## src/rtl/vga_pkg.sv

```systemverilog
// vga_pkg: shared VGA raster timing for 640x480@60 (25 MHz pixel rate).
// Holds the eight porch/sync/visible constants, the derived line and frame
// totals and the 10-bit coordinate type. The sync generator and every
// drawable object (ball, paddles, score) import this for screen bounds.
package vga_pkg;

  localparam int COORD_W = 10;

  localparam int H_VISIBLE = 640;
  localparam int H_FRONT   = 16;
  localparam int H_SYNC    = 96;
  localparam int H_BACK    = 48;

  localparam int V_VISIBLE = 480;
  localparam int V_FRONT   = 10;
  localparam int V_SYNC    = 2;
  localparam int V_BACK    = 33;

  localparam int H_TOTAL = H_VISIBLE + H_FRONT + H_SYNC + H_BACK;
  localparam int V_TOTAL = V_VISIBLE + V_FRONT + V_SYNC + V_BACK;

  typedef logic [COORD_W-1:0] coord_t;

endpackage

```

## src/rtl/vga_sync_gen_if.sv

```systemverilog
// vga_sync_gen_if: raster timing bundle driven by vga_sync_gen.
//   hsp, vsp     scan position
//   hsync, vsync sync pulses (polarity set by the generator)
//   video_on     inside the visible area
//   pix_tick     strobe for cycles in which the counters advanced
//   line_start   first cycle showing hsp == 0
//   frame_start  first cycle showing hsp == 0 and vsp == 0
// Modports: master (the generator), slave (consumers).
interface vga_sync_gen_if;
  import vga_pkg::*;

  coord_t hsp;
  coord_t vsp;
  logic   hsync;
  logic   vsync;
  logic   video_on;
  logic   pix_tick;
  logic   line_start;
  logic   frame_start;

  modport master (
    output hsp, vsp, hsync, vsync, video_on, pix_tick, line_start, frame_start
  );

  modport slave (
    input hsp, vsp, hsync, vsync, video_on, pix_tick, line_start, frame_start
  );

endinterface

```

## src/rtl/vga_axis_counter.sv

```systemverilog
// vga_axis_counter: one raster axis (horizontal or vertical).
// Ports:
//   clk, rst  clock, synchronous active-high reset
//   en        advance request for this cycle
//   wrap_in   carry from the faster axis (tie high for the horizontal axis)
//   pos       registered position, 0..TOTAL-1
//   sync      registered sync, active level SYNC_POL
//   visible   registered, high when pos < VISIBLE
//   wrap_out  combinational: this cycle advances pos from TOTAL-1 to 0
// sync and visible are computed from the next-state position so they always
// line up with the pos value being presented.
module vga_axis_counter
  import vga_pkg::*;
#(
  parameter int   VISIBLE  = 640,
  parameter int   FRONT    = 16,
  parameter int   SYNC     = 96,
  parameter int   BACK     = 48,
  parameter logic SYNC_POL = 1'b0
) (
  input  logic   clk,
  input  logic   rst,
  input  logic   en,
  input  logic   wrap_in,
  output coord_t pos,
  output logic   sync,
  output logic   visible,
  output logic   wrap_out
);

  localparam int     TOTAL   = VISIBLE + FRONT + SYNC + BACK;
  localparam int     SYNC_LO = VISIBLE + FRONT;
  localparam int     SYNC_HI = VISIBLE + FRONT + SYNC;
  localparam coord_t LAST    = coord_t'(TOTAL - 1);

  logic   advance;
  coord_t pos_nxt;

  always_comb begin
    advance  = en & wrap_in;
    wrap_out = advance && (pos == LAST);
    pos_nxt  = pos;
    if (advance) begin
      pos_nxt = (pos == LAST) ? '0 : pos + coord_t'(1);
    end
  end

  // Decode in int so a sync window ending exactly at 1024 cannot overflow.
  always_ff @(posedge clk) begin
    if (rst) begin
      pos     <= '0;
      sync    <= ~SYNC_POL;
      visible <= 1'b1;
    end else begin
      pos     <= pos_nxt;
      sync    <= (int'(pos_nxt) >= SYNC_LO && int'(pos_nxt) < SYNC_HI) ? SYNC_POL : ~SYNC_POL;
      visible <= int'(pos_nxt) < VISIBLE;
    end
  end

endmodule

```

## src/rtl/vga_sync_gen.sv

```systemverilog
// vga_sync_gen: free-running VGA raster timing generator.
// Ports:
//   clk  pixel clock, or 2x pixel clock with the divider enabled
//   rst  synchronous, active-high reset
//   vga  vga_sync_gen_if.master: hsp, vsp, hsync, vsync, video_on,
//        pix_tick, line_start, frame_start (all registered)
// Optional feature macro: VGA_SYNC_PIXDIV_EN -- when defined, a phase toggle
// divides clk by 2 and the counters advance every other cycle (50 MHz board
// clock). When undefined the counters advance every cycle after reset.
module vga_sync_gen
  import vga_pkg::*;
#(
  parameter int   H_VISIBLE = vga_pkg::H_VISIBLE,
  parameter int   H_FRONT   = vga_pkg::H_FRONT,
  parameter int   H_SYNC    = vga_pkg::H_SYNC,
  parameter int   H_BACK    = vga_pkg::H_BACK,
  parameter int   V_VISIBLE = vga_pkg::V_VISIBLE,
  parameter int   V_FRONT   = vga_pkg::V_FRONT,
  parameter int   V_SYNC    = vga_pkg::V_SYNC,
  parameter int   V_BACK    = vga_pkg::V_BACK,
  parameter logic SYNC_POL  = 1'b0
) (
  input  logic            clk,
  input  logic            rst,
  vga_sync_gen_if.master  vga
);

  localparam int H_TOT = H_VISIBLE + H_FRONT + H_SYNC + H_BACK;
  localparam int V_TOT = V_VISIBLE + V_FRONT + V_SYNC + V_BACK;

  // Positions are 10 bits wide; larger rasters cannot be represented.
  if (H_TOT > 1024) begin : g_h_total_too_big
    $error("vga_sync_gen: horizontal total exceeds 1024");
  end
  if (V_TOT > 1024) begin : g_v_total_too_big
    $error("vga_sync_gen: vertical total exceeds 1024");
  end

  logic   tick_nxt;
  logic   h_wrap, v_wrap;
  logic   h_sync, v_sync;
  logic   h_vis, v_vis;
  coord_t hsp, vsp;
  logic   pix_tick, line_start, frame_start;

`ifdef VGA_SYNC_PIXDIV_EN
  // Phase is 0 in the first cycle after reset, so the first advance happens
  // on the second clock edge after reset is released.
  logic phase;

  always_ff @(posedge clk) begin
    if (rst) begin
      phase <= 1'b0;
    end else begin
      phase <= ~phase;
    end
  end

  assign tick_nxt = phase & ~rst;
`else
  assign tick_nxt = ~rst;
`endif

  vga_axis_counter #(
    .VISIBLE  (H_VISIBLE),
    .FRONT    (H_FRONT),
    .SYNC     (H_SYNC),
    .BACK     (H_BACK),
    .SYNC_POL (SYNC_POL)
  ) u_h (
    .clk      (clk),
    .rst      (rst),
    .en       (tick_nxt),
    .wrap_in  (1'b1),
    .pos      (hsp),
    .sync     (h_sync),
    .visible  (h_vis),
    .wrap_out (h_wrap)
  );

  vga_axis_counter #(
    .VISIBLE  (V_VISIBLE),
    .FRONT    (V_FRONT),
    .SYNC     (V_SYNC),
    .BACK     (V_BACK),
    .SYNC_POL (SYNC_POL)
  ) u_v (
    .clk      (clk),
    .rst      (rst),
    .en       (tick_nxt & h_wrap),
    .wrap_in  (h_wrap),
    .pos      (vsp),
    .sync     (v_sync),
    .visible  (v_vis),
    .wrap_out (v_wrap)
  );

  // Strobes are registered alongside the counters, so they mark the cycle in
  // which the new position first appears and are low between advances.
  always_ff @(posedge clk) begin
    if (rst) begin
      pix_tick    <= 1'b0;
      line_start  <= 1'b0;
      frame_start <= 1'b0;
    end else begin
      pix_tick    <= tick_nxt;
      line_start  <= h_wrap;
      frame_start <= h_wrap & v_wrap;
    end
  end

  assign vga.hsp         = hsp;
  assign vga.vsp         = vsp;
  assign vga.hsync       = h_sync;
  assign vga.vsync       = v_sync;
  assign vga.video_on    = h_vis & v_vis;
  assign vga.pix_tick    = pix_tick;
  assign vga.line_start  = line_start;
  assign vga.frame_start = frame_start;

endmodule

```

## src/flat_wrapper.sv

```systemverilog
// flat-port wrapper written by rule: the top's interface ports become plain ports
module vga_sync_gen_flat import vga_pkg::*;
#(
  parameter int   H_VISIBLE = vga_pkg::H_VISIBLE,
  parameter int   H_FRONT   = vga_pkg::H_FRONT,
  parameter int   H_SYNC    = vga_pkg::H_SYNC,
  parameter int   H_BACK    = vga_pkg::H_BACK,
  parameter int   V_VISIBLE = vga_pkg::V_VISIBLE,
  parameter int   V_FRONT   = vga_pkg::V_FRONT,
  parameter int   V_SYNC    = vga_pkg::V_SYNC,
  parameter int   V_BACK    = vga_pkg::V_BACK,
  parameter logic SYNC_POL  = 1'b0
)
  (clk, rst, vga_hsp, vga_vsp, vga_hsync, vga_vsync, vga_video_on, vga_pix_tick, vga_line_start, vga_frame_start);
  vga_sync_gen_if vga_i ();
  input  logic clk;
  input  logic rst;
  output wire logic [$bits(vga_i.hsp)-1:0] vga_hsp;
  output wire logic [$bits(vga_i.vsp)-1:0] vga_vsp;
  output wire logic [$bits(vga_i.hsync)-1:0] vga_hsync;
  output wire logic [$bits(vga_i.vsync)-1:0] vga_vsync;
  output wire logic [$bits(vga_i.video_on)-1:0] vga_video_on;
  output wire logic [$bits(vga_i.pix_tick)-1:0] vga_pix_tick;
  output wire logic [$bits(vga_i.line_start)-1:0] vga_line_start;
  output wire logic [$bits(vga_i.frame_start)-1:0] vga_frame_start;
  assign vga_hsp = vga_i.hsp;
  assign vga_vsp = vga_i.vsp;
  assign vga_hsync = vga_i.hsync;
  assign vga_vsync = vga_i.vsync;
  assign vga_video_on = vga_i.video_on;
  assign vga_pix_tick = vga_i.pix_tick;
  assign vga_line_start = vga_i.line_start;
  assign vga_frame_start = vga_i.frame_start;
  vga_sync_gen #(.H_VISIBLE(H_VISIBLE), .H_FRONT(H_FRONT), .H_SYNC(H_SYNC), .H_BACK(H_BACK), .V_VISIBLE(V_VISIBLE), .V_FRONT(V_FRONT), .V_SYNC(V_SYNC), .V_BACK(V_BACK), .SYNC_POL(SYNC_POL)) u_core (.clk(clk), .rst(rst), .vga(vga_i));
endmodule
```

## config.mk

```make
export PLATFORM = sky130hd
export DESIGN_NAME = vga_sync_gen_flat
export DESIGN_NICKNAME = d
export VERILOG_FILES = /design/src/rtl/vga_pkg.sv /design/src/rtl/vga_sync_gen_if.sv /design/src/rtl/vga_axis_counter.sv /design/src/rtl/vga_sync_gen.sv /design/src/flat_wrapper.sv
export SDC_FILE = /design/constraint.sdc
export NUM_CORES = 1
export LEC_CHECK = 0
export BUFFER_PORTS_ARGS = -buffer_cell sky130_fd_sc_hd__buf_4
export CAP_MARGIN = 25
export CORE_MARGIN = 2
export CORE_UTILIZATION = 29
export CTS_CLUSTER_DIAMETER = 40
export DETAILED_ROUTE_END_ITERATION = 8
export PLACE_DENSITY_LB_ADDON = 0.12
export SYNTH_ARGS = -nofsm -noshare
export SYNTH_HDL_FRONTEND = slang
export SYNTH_SLANG_ARGS = --single-unit
export TNS_END_PERCENT = 50
```

## constraint.sdc

```tcl
create_clock -name clk -period 1.96 [get_ports clk]
set_clock_uncertainty 0.05 [all_clocks]
set_input_delay 0.294 -clock clk [delete_from_list [all_inputs] [get_ports clk]]
set_output_delay 0.294 -clock clk [all_outputs]
set_load 0.05 [all_outputs]
```

# ---- Word level (Yosys, flattened, before mapping)
# Index checks and enable logic that the tools add are counted.
dict set report word_totals {
  input_bits 2
  elab_cells 34
  ff_bits 27
}
dict set report op_classes {
  muxes 6
  magnitude_cmp 6
  n_addsub 2
  n_reduce_logical 4
  bitwise_logic 5
  eq_ne 2
}
# operator n
set op_table {}
lappend op_table {{$mux W10} 4}
lappend op_table {{$add A10 B1 Y10 const B} 2}
lappend op_table {{$eq A10 B10 Y1 const B} 2}
lappend op_table {{$lt A10 B10 Y1 const B} 2}
lappend op_table {{$lt A10 B9 Y1 const B} 2}
lappend op_table {{$ge A10 B10 Y1 const B} 1}
lappend op_table {{$ge A10 B9 Y1 const B} 1}
lappend op_table {{$and A1 B1 Y1} 4}
lappend op_table {{$logic_and A1 B1 Y1} 4}
lappend op_table {{$mux W1} 2}
lappend op_table {{$not A1 Y1} 1}

# ---- Depth between registers and ports, before layout
# Gate-level depths: netlist of run 1.
dict set report depth {
  ltp_word 8
  depth_mapped 9
}

# ---- Hierarchy
# From an unflattened synthesis of run 1, not the netlist that was laid out.
dict set report hier_totals {
  hier_cells 160
  hier_area_um2 1410.1
}
# module area_each_um2 cells_per_inst seq_area_each_um2 n_inst
set modules_own_cells {}
lappend modules_own_cells {{vga_axis_counter (u_core.u_v)} 664.4 80 240.2 1}
lappend modules_own_cells {{vga_axis_counter (u_core.u_h)} 640.6 70 240.2 1}
lappend modules_own_cells {vga_sync_gen 105.1 10 60.1 1}

# ---- Worst setup path before layout of run 1
# OpenSTA, ideal clock, no wires.
dict set report synth_path {
  kind {reg-to-reg}
  from {reg u_core.u_h.pos[0]}
  to {reg u_core.u_v.sync}
  stages_incl_launch_ff 10
  n_path_buf 2
  setup_slack_ns -0.625
  t_arrival_ns 2.413
  setup_ns 0.122
  path_cell_list {dfxtp_1 > ha_1 > and4b_1 > buf_2 > nand4_2 > buf_6 > or4_1 > a21oi_2 > o221a_2 > nand3_2}
}
dict set report synth_between {
  elab_chain_cells 8
  word_cells_on_any_way 9
  cone_classes {order compare: 2; eq/ne: 1; mux: 2; bitwise: 2; reduce/logical: 2}
}
# element line
set synth_lines {}
lappend synth_lines {{start: declaration} vga_axis_counter.sv:25} ;# output coord_t pos,
lappend synth_lines {{start signal: assignment} vga_axis_counter.sv:55} ;# pos <= pos_nxt;
lappend synth_lines {{$eq A10 B10 Y1 *} vga_axis_counter.sv:41} ;# wrap_out = advance && (pos == LAST);
lappend synth_lines {{$logic_and A1 B1 Y1 *} vga_axis_counter.sv:41}
lappend synth_lines {{$and A1 B1 Y1} vga_sync_gen.sv:90} ;# .en (tick_nxt & h_wrap),
lappend synth_lines {{$and A1 B1 Y1 *} vga_axis_counter.sv:40} ;# advance = en & wrap_in;
lappend synth_lines {{$mux W10 *} vga_axis_counter.sv:43} ;# if (advance) begin
lappend synth_lines {{$ge A10 B9 Y1 or $lt A10 B9 Y1 (tied branches)} vga_axis_counter.sv:56} ;# sync <= (int'(pos_nxt) >= SYNC_LO && int'(pos_nxt) < SYNC_HI) ? SYNC_POL : ~SYNC_POL;
lappend synth_lines {{$logic_and A1 B1 Y1 *} vga_axis_counter.sv:56}
lappend synth_lines {{$mux W1 *} vga_axis_counter.sv:56}
lappend synth_lines {{end signal: assignment} vga_axis_counter.sv:52} ;# sync <= ~SYNC_POL;
lappend synth_lines {{end signal: assignment} vga_axis_counter.sv:56}
lappend synth_lines {{end: declaration} vga_axis_counter.sv:26} ;# output logic sync,
# Every way passes the cells marked *; elsewhere a longest branch is shown, timed or not.
# A chain may end at the register's enable or synchronous reset.

# ---- Worst setup path after layout of run 1
dict set report layout_path {
  from {reg u_core.u_h.pos[1]}
  to {reg u_core.u_v.sync}
}
# The elaborated chain is that of the path after synthesis.

==> impl_summary.md, run 1 <==
Outcome
The run finished, with violations left. The checks that failed: negative setup slack.

Floorplan
The floorplan core area is 4755 um^2. The y dimension of the die is 74.32 um. The overall die area is 5523 um^2. Row generation in the floorplan step produced 25 rows.

The effective utilization at floorplan is 30.16%. In this run the horizontal extent of the chip is 74.32 um. For this design the top-level I/O count stands at 28.

Critical path
The worst endpoint required time is 2.08 ns. For this run, the slowest stage of the critical path takes 0.43 ns. The startpoint type of the worst setup path is a flop. Walking the worst path, the cells encountered are ha_4 -> and4b_2 -> nand4_4 -> or3_1 -> nor3b_1 -> o221a_2 -> nand3_2. At the worst endpoint, the arrival time is 2.10 ns. The kind of capture point of the worst setup path is a flop. The cell with the largest stage delay on the worst path is or3_1. The maximum fanout count along the critical path is 6. The critical path is of the reg2reg type.

Timing
The worst pin sits at a relative slew slack of 76.73%. The final number of hold-violating endpoints is 0. The final setup slack of the worst path is -0.02588 ns. The highest clock frequency the design can meet is 503.6 MHz. Setup violations remaining at the end of the flow were counted as 2. The actual slew at the worst max-slew pin is 0.3485 ns. The final-layout worst hold slack is 0.3613 ns. The minimum period implied by the final worst setup slack is 1.986 ns. The final number of max-transition violations was 0.

The final critical path takes up 101.3% of the cycle. Setup repair after global routing could not meet its margin everywhere.

Power
In this run the power spent charging and discharging nets is 0.2285 mW. The cell-internal power is 0.7230 mW. Across the VDD grid, the largest voltage drop is 237.8 uV. In this run, flip-flops and latches consume 58.5% of the power. The proportion of power drawn by the clock network is 34.2%. The power after layout is 0.9515 mW. Dividing total power by cell area gives a power density of 484.7 nW/um^2.

In this run the static leakage power is 0.8137 nW. The part of the power in combinational logic is 7.3%. The fraction of power spent switching nets is 24.02%.

Logic synthesis
Summing every instance area after synthesis gives 1434 um^2. The total of flip-flops plus latches after synthesis is 27. The number of distinct library cells after synthesis is 44.

The instance count of the mapped netlist is 168. The top flip-flop cell by instance count after synthesis is dfxtp_1. The fraction of registers with async set or reset after synthesis is 0%. Counting every net in the synthesized netlist gives 173. Of the synthesized area, sequential elements account for 37.70%.

The synthesized design contains 0 enable-type register cells. In this run the mean area of a mapped cell was 8.535 um^2. The number of warnings issued by yosys is 0.

GRT
Global routing consumed, over all layers together, 14.34% of the routing resources. The wire length of the first global-routing pass is 6065 um. After global routing the overflow that remains totals 0. The number of global-route vias before repair came to 1284. Entering global routing, the biggest net connects 15 pins. The initial antenna violation count was 0.

CTS
CTS built an H-tree with a depth of 1. The number of buffers added by the clock tree synthesis step is 3. The tree is rooted in a clkbuf_8. The largest buffer count on any clock path is 2. At the later pin of the worst-skew pair, clock insertion delay measures 0.27 ns.

TritonCTS built the clock tree. The clock input transition at the sequential cells of the worst setup and hold paths is 0.10 ns. The number of clock sinks is 27.

Place
OpenSTA, run right after detailed placement, puts the worst setup slack at -0.04709 ns. The placed instance area is 1894 um^2. The half-perimeter wire length after placement is 2929 um. The number of port buffers is 27. Routability-driven placement finished with a final weighted congestion of 0.8427.

Drt
After detailed routing, the number of remaining DRC violations is 0. The total iterations of the first detailed-routing run is 4. The final route contains 1406 vias. The ratio of routed vias to standard cells is 4.968. The average wire per standard cell is 13.70 um.

The final wirelength is 3878 um. After the first detailed-routing iteration, the DRC count stood at 88. The count of antenna-violating nets left after detailed routing is 0.

Cells and area
The share of the core filled with cells in the final layout is 41.29%. Of the cells placed in the final design, the portion with a size suffix greater than 1 is 36.57%. In the layout the commonest cells are buf_4, nor2_1, dfxtp_1.

The most frequent standard cell in the layout excluding fill and tap cells is buf_4. The number of diodes added for antenna fixing is 0. After routing the design area is 1963 um^2.

In the final design database the tool counted 222 nets. The area growth from synthesis to layout is 36.91%.

Flow run
Max-cap violations in this run came to 0.

Hold path
The path category of the worst min-delay check is in2reg.
logic make-up (layout without fill, tap and decap cells):
logic type,after synthesis,count (layout),synth area share (%)
xor+xnor,12,12,7.330
simple gates,79,79,32.11
mux,1,1,0.6981
fa+ha+maj,4,4,3.316
buf+inv,18,66,6.545
flops,27,27,37.70
compound gates,27,27,12.30
final cells by class:
cell class	count	area, um^2
clock buffer	4	45.04
fill	508	2791
inverter	7	26.28
multi-input combinational	123	832.0
sequential	27	563.0
tap	67	83.83
timing repair buffer	55	412.9
sequential cells by signal (all words and copies together), names as in the netlist:
| register | count |
|---|---|
| u_core.u_v.visible | 1 |
| u_core.u_h.pos | 10 |
| u_core.u_v.pos | 10 |
| u_core.vga.pix_tick | 1 |
| u_core.u_h.visible | 1 |
| u_core.vga.frame_start | 1 |
| u_core.vga.line_start | 1 |
| u_core.u_v.sync | 1 |
| u_core.u_h.sync | 1 |
cell usage after synthesis (4+ instances only):
| master | n | area [um^2] |
|---|---|---|
| dfxtp_1 | 27 | 540.5 |
| nor2_1 | 19 | 71.32 |
| a21oi_1 | 8 | 40.04 |
| inv_1 | 7 | 26.28 |
| or3_1 | 8 | 50.05 |
| nand3_1 | 12 | 60.06 |
| xnor2_1 | 4 | 35.03 |
| clkbuf_1 | 5 | 18.77 |
| xor2_1 | 8 | 70.07 |
| and3_1 | 4 | 25.02 |
| o21ai_0 | 7 | 35.03 |
| and4_1 | 4 | 35.03 |
| nand2_1 | 9 | 33.78 |
path summary, 6_finish.rpt:
check | from | to | slack (ns) | depth (start not counted)
worst max-delay path | u_core.u_h.pos[1] | u_core.u_v.sync | -0.03 | 7
worst min register to register | u_core.u_h.pos[0] | u_core.u_h.pos[0] | 0.49 | 2
worst min-delay path | rst | u_core.u_h.pos[7] | 0.36 | 3
worst max register to register | u_core.u_h.pos[1] | u_core.u_v.sync | -0.03 | 7
stage by stage:
step                      cells  setup TNS (ns)
after floorplan             168         -0.4390
after global placement      278               0
after detailed placement    278        -0.08652
after CTS                   283        -0.03464
after global routing        283         -0.1979
final                       283        -0.04706
worst max-delay path: cells and delay by family (launching register included):
kind / cells / cell delay (ns)
AOI/OAI and AO/OA: 1 / 0.24
DFF: 1 / 0.37
adders and majority gates: 1 / 0.13
and+or+nand+nor: 5 / 1.10
timing repair:
item                       4_1_cts  5_1_grt
setup buffers                    1        0
hold buffers                     0        0
setup endpoints to repair        2        2
gates cloned                     0        0
resized for setup                2        2
per-layer routing:
| metal | vias to the layer above | wire [um] | share of wire, % | track usage [%] |
|---|---|---|---|---|
| li1 | 691 | - | - | - |
| met1 | 682 | 1928 | 50 | 19.88 |
| met2 | 29 | 1770 | 46 | 22.62 |
| met3 | 4 | 128 | 3.3 | 2.033 |
| met4 | 0 | 51 | 1.3 | 5.556 |
| met5 | - | 0 | 0 | 0 |
power groups by stage:
stage	Sequential (mW)	Clock, mW	Combinational, mW
global placement	0.570	0	0.0634
floorplan	0.594	0	0.0131
detailed placement	0.570	0	0.0650
global route	0.558	0.354	0.0739
CTS	0.557	0.335	0.0690
finish	0.557	0.326	0.0690
Note: power is estimated with default switching activity, not from simulation.
==> run 2, diff against run 1 <==
--- a/config.mk
+++ b/config.mk
@@ -7,6 +7,8 @@
 export LEC_CHECK = 0
 export BUFFER_PORTS_ARGS = -buffer_cell sky130_fd_sc_hd__buf_4
 export CAP_MARGIN = 25
+export CELL_PAD_IN_SITES_DETAIL_PLACEMENT = 1
+export CELL_PAD_IN_SITES_GLOBAL_PLACEMENT = 1
 export CORE_MARGIN = 2
 export CORE_UTILIZATION = 29
 export CTS_CLUSTER_DIAMETER = 40
==> impl_summary.md, run 2 (synthesis results as in run 1) <==
Cells and area
Leaving out fill and tap cells, the most frequent cell in the layout is buf_4. Relative to the synthesized area, the layout overhead comes to 40.23%. The share of the core filled with cells in the final layout is 42.29%.

The top cell types in the final layout, fill and taps aside, are buf_4, nor2_1, dfxtp_1. The final non-filler cell total is 287. The share of cells above drive strength 1 is 40.00%. In the final layout, the registers with the most flip-flops are u_core.u_h.pos (10), u_core.u_v.pos (10).

The final layout contains 226 nets. The number of antenna diodes in the final layout is 0. The finished cells cover 2011 um^2.

Critical path
In this run the critical register-to-register path is captured at u_core.u_v.sync. The timing endpoint of the critical path is u_core.u_v.sync. The setup slack of the worst register-to-register path is -0.05 ns. The largest incremental delay on the critical path is 0.51 ns. The startpoint type of the worst setup path is a flop. The source of the critical timing path is u_core.u_h.pos[1]. The arrival time of the worst setup path is 2.13 ns. The startpoint identified for the worst register-to-register timing path is u_core.u_h.pos[1]. The path depth of the worst reg2reg path is 7.

The kind of capture point of the worst setup path is a flop. The cell with the largest stage delay on the worst path is or4_4. Data on the critical path is required at its endpoint by 2.08 ns. Walking the worst path, the cells encountered are ha_4 -> and4b_2 -> nand4_4 -> or4_4 -> a21oi_2 -> o221a_2 -> nand3_2. The classification of the worst setup path is reg2reg. The maximum fanout count along the critical path is 7.

GRT
The number of global-route vias before repair came to 1431. The first global-routing pass estimated 6844 um of wire. The maximum number of pins on one net before global-route repair is 16. The total congestion overflow is 0.

The initial antenna violation count is 0. Global routing used 16.29% of the available tracks across all layers.

Drt
The detailed router finished its first iteration with 47 violations. In the final routed layout, each cell accounts on average for 14.30 um. The total iterations of the first detailed-routing run is 4. The count of antenna-violating nets left after detailed routing is 0. The ratio of routed vias to standard cells is 4.868.

After detailed routing, the number of remaining DRC violations is 0. The routed design has 4105 um of wire. The via count is 1397.

CTS
TritonCTS built the clock tree. The clock passes through at most 2 buffers. The tree is rooted in a clkbuf_8. The number of buffers added by the clock tree synthesis step is 3.

Clock latency on the worst-skew pair, taken at its later pin, is 0.28 ns. The H-tree depth is 1. The number of hold buffers added after CTS is 0. Clock tree synthesis found a total of 27 sinks. The clock input transition at the sequential cells of the worst setup and hold paths is 0.09 ns.

Place
In this run the tool buffered the top-level ports with 27 buffer cells. The placed instance area is 1924 um^2. The worst-case setup slack after placement is -0.1173 ns. The routability-driven placement congestion ratio is 0.8364. The cell total after placement is 282.

The half-perimeter wire length after placement is 3228 um.

Floorplan
The number of cell rows is 25. For this configuration, the core starts out at a cell density of 30.16%. In this run the horizontal extent of the chip is 74.32 um.

The die is 74.32 um tall. The core region is 4755 um^2. The die covers 5523 um^2.

Pin placement for this block handled 28 I/O pins.

Timing
The actual slew at the worst max-slew pin is 0.2901 ns. The minimum period implied by the final worst setup slack is 2.006 ns. The final number of hold-violating endpoints is 0.

The ratio of final minimum period to clock period is 102.3%. In the post-route analysis, the smallest setup slack over all paths is -0.04576 ns. The count of endpoints failing setup in the final report is 2. The worst pin sits at a relative slew slack of 80.58%. The final number of max-transition violations came to 0. The highest clock frequency the design can meet is 498.6 MHz. Setup repair after global routing could not meet its margin everywhere.

Power
The proportion of power drawn by the clock network is 34.2%. In this run the power spent charging and discharging nets is 0.2281 mW. The part of the power in combinational logic is 7.1%. The total leakage power is 0.8433 nW. Dividing total power by cell area gives a power density of 471.3 nW/um^2. The power after layout is 0.9476 mW. The cell-internal power is 0.7195 mW.

The worst-case IR drop observed on VDD is 358.1 uV. Net switching is 24.07% of the power. The sequential group share of total power is 58.7%.

Flow run
The number of violations of the max-capacitance limit is 0.

Outcome
The flow ran to the end, but the final reports show violations. The checks that failed: negative setup slack.

Hold path
The path category of the worst min-delay check is in2reg.
## run 2: changes by cell type in the layout (fill, tap and decap cells not counted)
cell and change:
nor3b_1 -1, mux2i_2 +1, nor2_1 -1, clkbuf_1 -1, nor3b_2 +1, nor2_2 +1
or3_1 -1, or3_4 +1, mux2i_1 -1, buf_4 +4, clkinv_2 +1
## run 2: critical path: cells and delay by family (launching register included)
family                     cells  cell delay, ns
AOI/OAI and AO/OA              2            0.39
adders and majority gates      1            0.12
DFF                            1            0.37
and+or+nand+nor                4            0.97
## run 2: metal layers
layer	up-vias	GRT usage (%)	wire, um
met3	4	4.065	160
li1	704	-	-
met1	664	22.32	2038
met4	0	4.563	37
met5	-	0	0
met2	25	25.60	1869
## run 2: through the flow
step	hold WS, ns	setup TNS (ns)
final	0.3672	-0.07923
after global routing	0.3635	-0.2263
after CTS	0.3665	-0.1127
after detailed placement	0.4664	-0.2224
after global placement	0.4675	-0.004731
after floorplan	0.3124	-0.4390
## run 2: power by group through the flow
stage	registers [mW]	clock network [mW]	logic (mW)
2_1_floorplan	0.594	0	0.0131
3_3_place_gp	0.569	0	0.0677
3_5_place_dp	0.570	0	0.0685
4_1_cts	0.557	0.341	0.0689
5_1_grt	0.558	0.368	0.0724
6_report	0.557	0.324	0.0673
## run 2: how the worst min path moves through the flow
stage,slack (ns),depth (start not counted),endpoint,start
2_1_floorplan,0.31,1,u_core.u_v.pos[5],rst
5_1_grt,0.36,3,u_core.u_h.pos[7],rst
3_5_place_dp,0.47,2,u_core.u_h.pos[0],u_core.u_h.pos[0]
4_1_cts,0.37,3,u_core.u_v.pos[3],rst
3_3_place_gp,0.47,2,u_core.u_h.pos[0],u_core.u_h.pos[0]
6_report,0.37,3,u_core.u_v.pos[3],rst
## run 2: what timing repair did
item                       CTS  global route
setup endpoints to repair    2             3
hold endpoints to repair     0             0
cloned                       0             0
resized for setup            4             4
setup buffers                0             1
pin swaps                    0             3
## run 2: cell type report
| cell class | instances | area, um^2 |
|---|---|---|
| clock inverter | 1 | 5.005 |
| inverter | 7 | 26.28 |
| sequential | 27 | 563.0 |
| multi-input combinational | 123 | 848.3 |
| fill | 593 | 2744 |
| clock buffer | 3 | 41.29 |
| tap | 67 | 83.83 |
| timing repair buffer | 59 | 442.9 |
==> run 3, diff against run 2 <==
--- a/config.mk
+++ b/config.mk
@@ -14,6 +14,7 @@
 export CTS_CLUSTER_DIAMETER = 40
 export DETAILED_ROUTE_END_ITERATION = 8
 export PLACE_DENSITY_LB_ADDON = 0.12
+export SKIP_CTS_REPAIR_TIMING = 1
 export SYNTH_ARGS = -nofsm -noshare
 export SYNTH_HDL_FRONTEND = slang
 export SYNTH_SLANG_ARGS = --single-unit
==> impl_summary.md, run 3 (synthesis results as in run 1) <==
Critical path
The slowest stage of the critical path is the or4_4 cell. For this run, the slowest stage of the critical path takes 0.51 ns. The worst setup path is launched from a flop. The endpoint of the worst-slack reg-to-reg timing path is u_core.u_v.sync. Setup slack on the worst reg-to-reg path comes out at -0.04 ns. The path depth of the worst reg2reg path is 7.

The worst setup path is of the reg2reg kind. The critical register-to-register path startpoint is u_core.u_h.pos[1]. Walking the worst path, the cells encountered are ha_4 -> and4b_2 -> nand4_4 -> or4_4 -> a21oi_2 -> o221a_2 -> nand3_2.

The worst endpoint required time is 2.08 ns. At the worst endpoint, the arrival time is 2.12 ns. Of all nets on the critical path, the largest fanout is 7.

The kind of capture point of the worst setup path is a flop.

CTS
The largest buffer count on any clock path is 2. TritonCTS built the clock tree. Clock tree synthesis inserted a total of 3 buffers. The clock insertion delay at the later pin of the skew report is 0.28 ns. After clock tree synthesis, the clock-pin slew on the worst setup and hold paths is 0.09 ns. The number of clock sinks is 27. The cell sitting at the root of the clock tree is a clkbuf_8. The H-tree depth is 1.

Hold path
The worst hold path was traced through 3 stages. The path class of the tightest hold or removal check is in2reg. The endpoint of the worst hold path is u_core.u_v.pos[3]. The startpoint identified for the worst hold timing path is rst.

Drt
Dividing the detail-routed via count by the number of cells gives 4.875. After detailed routing, the average wire length per cell comes to 14.28 um. The DRC violation count after routing is 0. The total iterations of the first detailed-routing run is 4. The via count is 1399. The detailed router finished its first iteration with 45 violations. In this run the remaining antenna-violating nets after routing total 0. The routed design has 4099 um of wire.

Cells and area
The net total in the final layout is 226. The area growth from synthesis to layout is 39.88%. For this run, the number of standard cells in the final layout without fillers is 287. Measured on the finished design, the core utilization comes to 42.18%. The number of diodes added for antenna fixing is 0. Leaving out fill and tap cells, the most frequent cell in the layout is buf_4.

The largest registers in the layout are u_core.u_h.pos (10), u_core.u_v.pos (10). The top cell types in the final layout, fill and taps aside, are buf_4, nor2_1, dfxtp_1. After routing the design area is 2006 um^2. The share of cells above drive strength 1 is 39.55%.

GRT
The first global-routing pass estimated 6858 um of wire. Entering global routing, the biggest net connects 16 pins. The number of global-route vias before repair came to 1430. The total routing resource utilization after global routing is 16.32%. The initial antenna violation count was 0.

The total congestion overflow is 0.

Floorplan
The number of cell rows is 25. The y dimension of the die is 74.32 um. The overall die area is 5523 um^2. The floorplan core area is 4755 um^2.

28 I/O pins were placed. The die is 74.32 um wide. Once the floorplan was initialized, standard cells occupied 30.16% of the core.

Power
Per report_power, the clock group accounts for 34.2% of the total. Of the total power, registers draw 58.7%. Net switching is 24.07% of the power. Summed over all nets, the switching power comes to 0.2282 mW. The power after layout is 0.9477 mW. The part of the power in combinational logic is 7.1%.

The ratio of total power to cell area is 472.5 nW/um^2. The cell-internal power is 0.7195 mW. IR analysis of the VDD net gives a maximum drop of 357.1 uV. In this run the static leakage power is 0.8416 nW.

Outcome
The checks that failed: negative setup slack. The run finished, with violations left.

Place
Once detailed placement completed, the half-perimeter wirelength came to 3228 um. Timing analysis after detailed placement gives a worst setup slack of -0.1173 ns. The count of buffers added on input and output ports is 27. In this run, placement finished with an instance count of 282.

The placed instance area is 1924 um^2. The routability-driven placement congestion ratio is 0.8364.

Timing
The count of endpoints failing setup in the final report is 2. The final number of max-transition violations is 0. The final number of hold-violating endpoints is 0. For the pin with the worst max-slew slack, the measured transition is 0.2904 ns. The final setup slack of the worst path is -0.04161 ns. The ratio of final minimum period to clock period is 102.1%. Setup repair after global routing could not meet its margin everywhere. The minimum period implied by the final worst setup slack is 2.002 ns. The final-layout worst hold slack is 0.3689 ns. The headroom to the max-slew limit is 80.56%. The aggregate negative setup slack is -0.07125 ns. For this run, the top clock speed supported by timing is 499.6 MHz.

Flow run
The number of violations of the max-capacitance limit is 0.
-- run 3: cell counts in the layout (fill, tap and decap cells not counted) --
Identical to the previous run, type by type.
-- run 3: worst max-delay path: cells and delay by family, from the launching register on --
family | cells | cell delay [ns]
compound gates | 2 | 0.38
fa+ha+maj | 1 | 0.12
flops | 1 | 0.37
simple gates | 4 | 0.97
-- run 3: cell type report --
type	count	area (um^2)
inverters	7	26.28
flip-flops and latches	27	563.0
clock buffers	3	41.29
well taps	67	83.83
clock inverters	1	5.005
fillers	593	2749
repair buffers	59	442.9
multi-input cells	123	843.3
-- run 3: power groups by stage --
stage	Sequential [mW]	Clock [mW]	Combinational, mW
2_1_floorplan	0.594	0	0.0131
3_3_place_gp	0.569	0	0.0677
3_5_place_dp	0.570	0	0.0685
4_1_cts	0.557	0.341	0.0689
5_1_grt	0.558	0.368	0.0724
6_report	0.557	0.324	0.0674
-- run 3: routing by layer --
layer,GRT usage (%),share of wire (%)
met5,0,0
met3,4.065,4.0
met1,22.41,50
met2,25.60,45
met4,4.563,0.90
-- run 3: worst max-delay path by stage --
stage	from	endpoint	slack, ns	cells after the start
finish	u_core.u_h.pos[1]	u_core.u_v.sync	-0.04	7
global route	u_core.u_h.pos[1]	u_core.u_v.sync	-0.12	7
CTS	u_core.u_h.pos[1]	u_core.u_v.sync	-0.12	7
detailed placement	rst	u_core.u_v.sync	-0.12	7
global placement	rst	u_core.u_v.sync	-0.005	7
floorplan	u_core.u_h.pos[0]	u_core.u_v.sync	-0.23	9
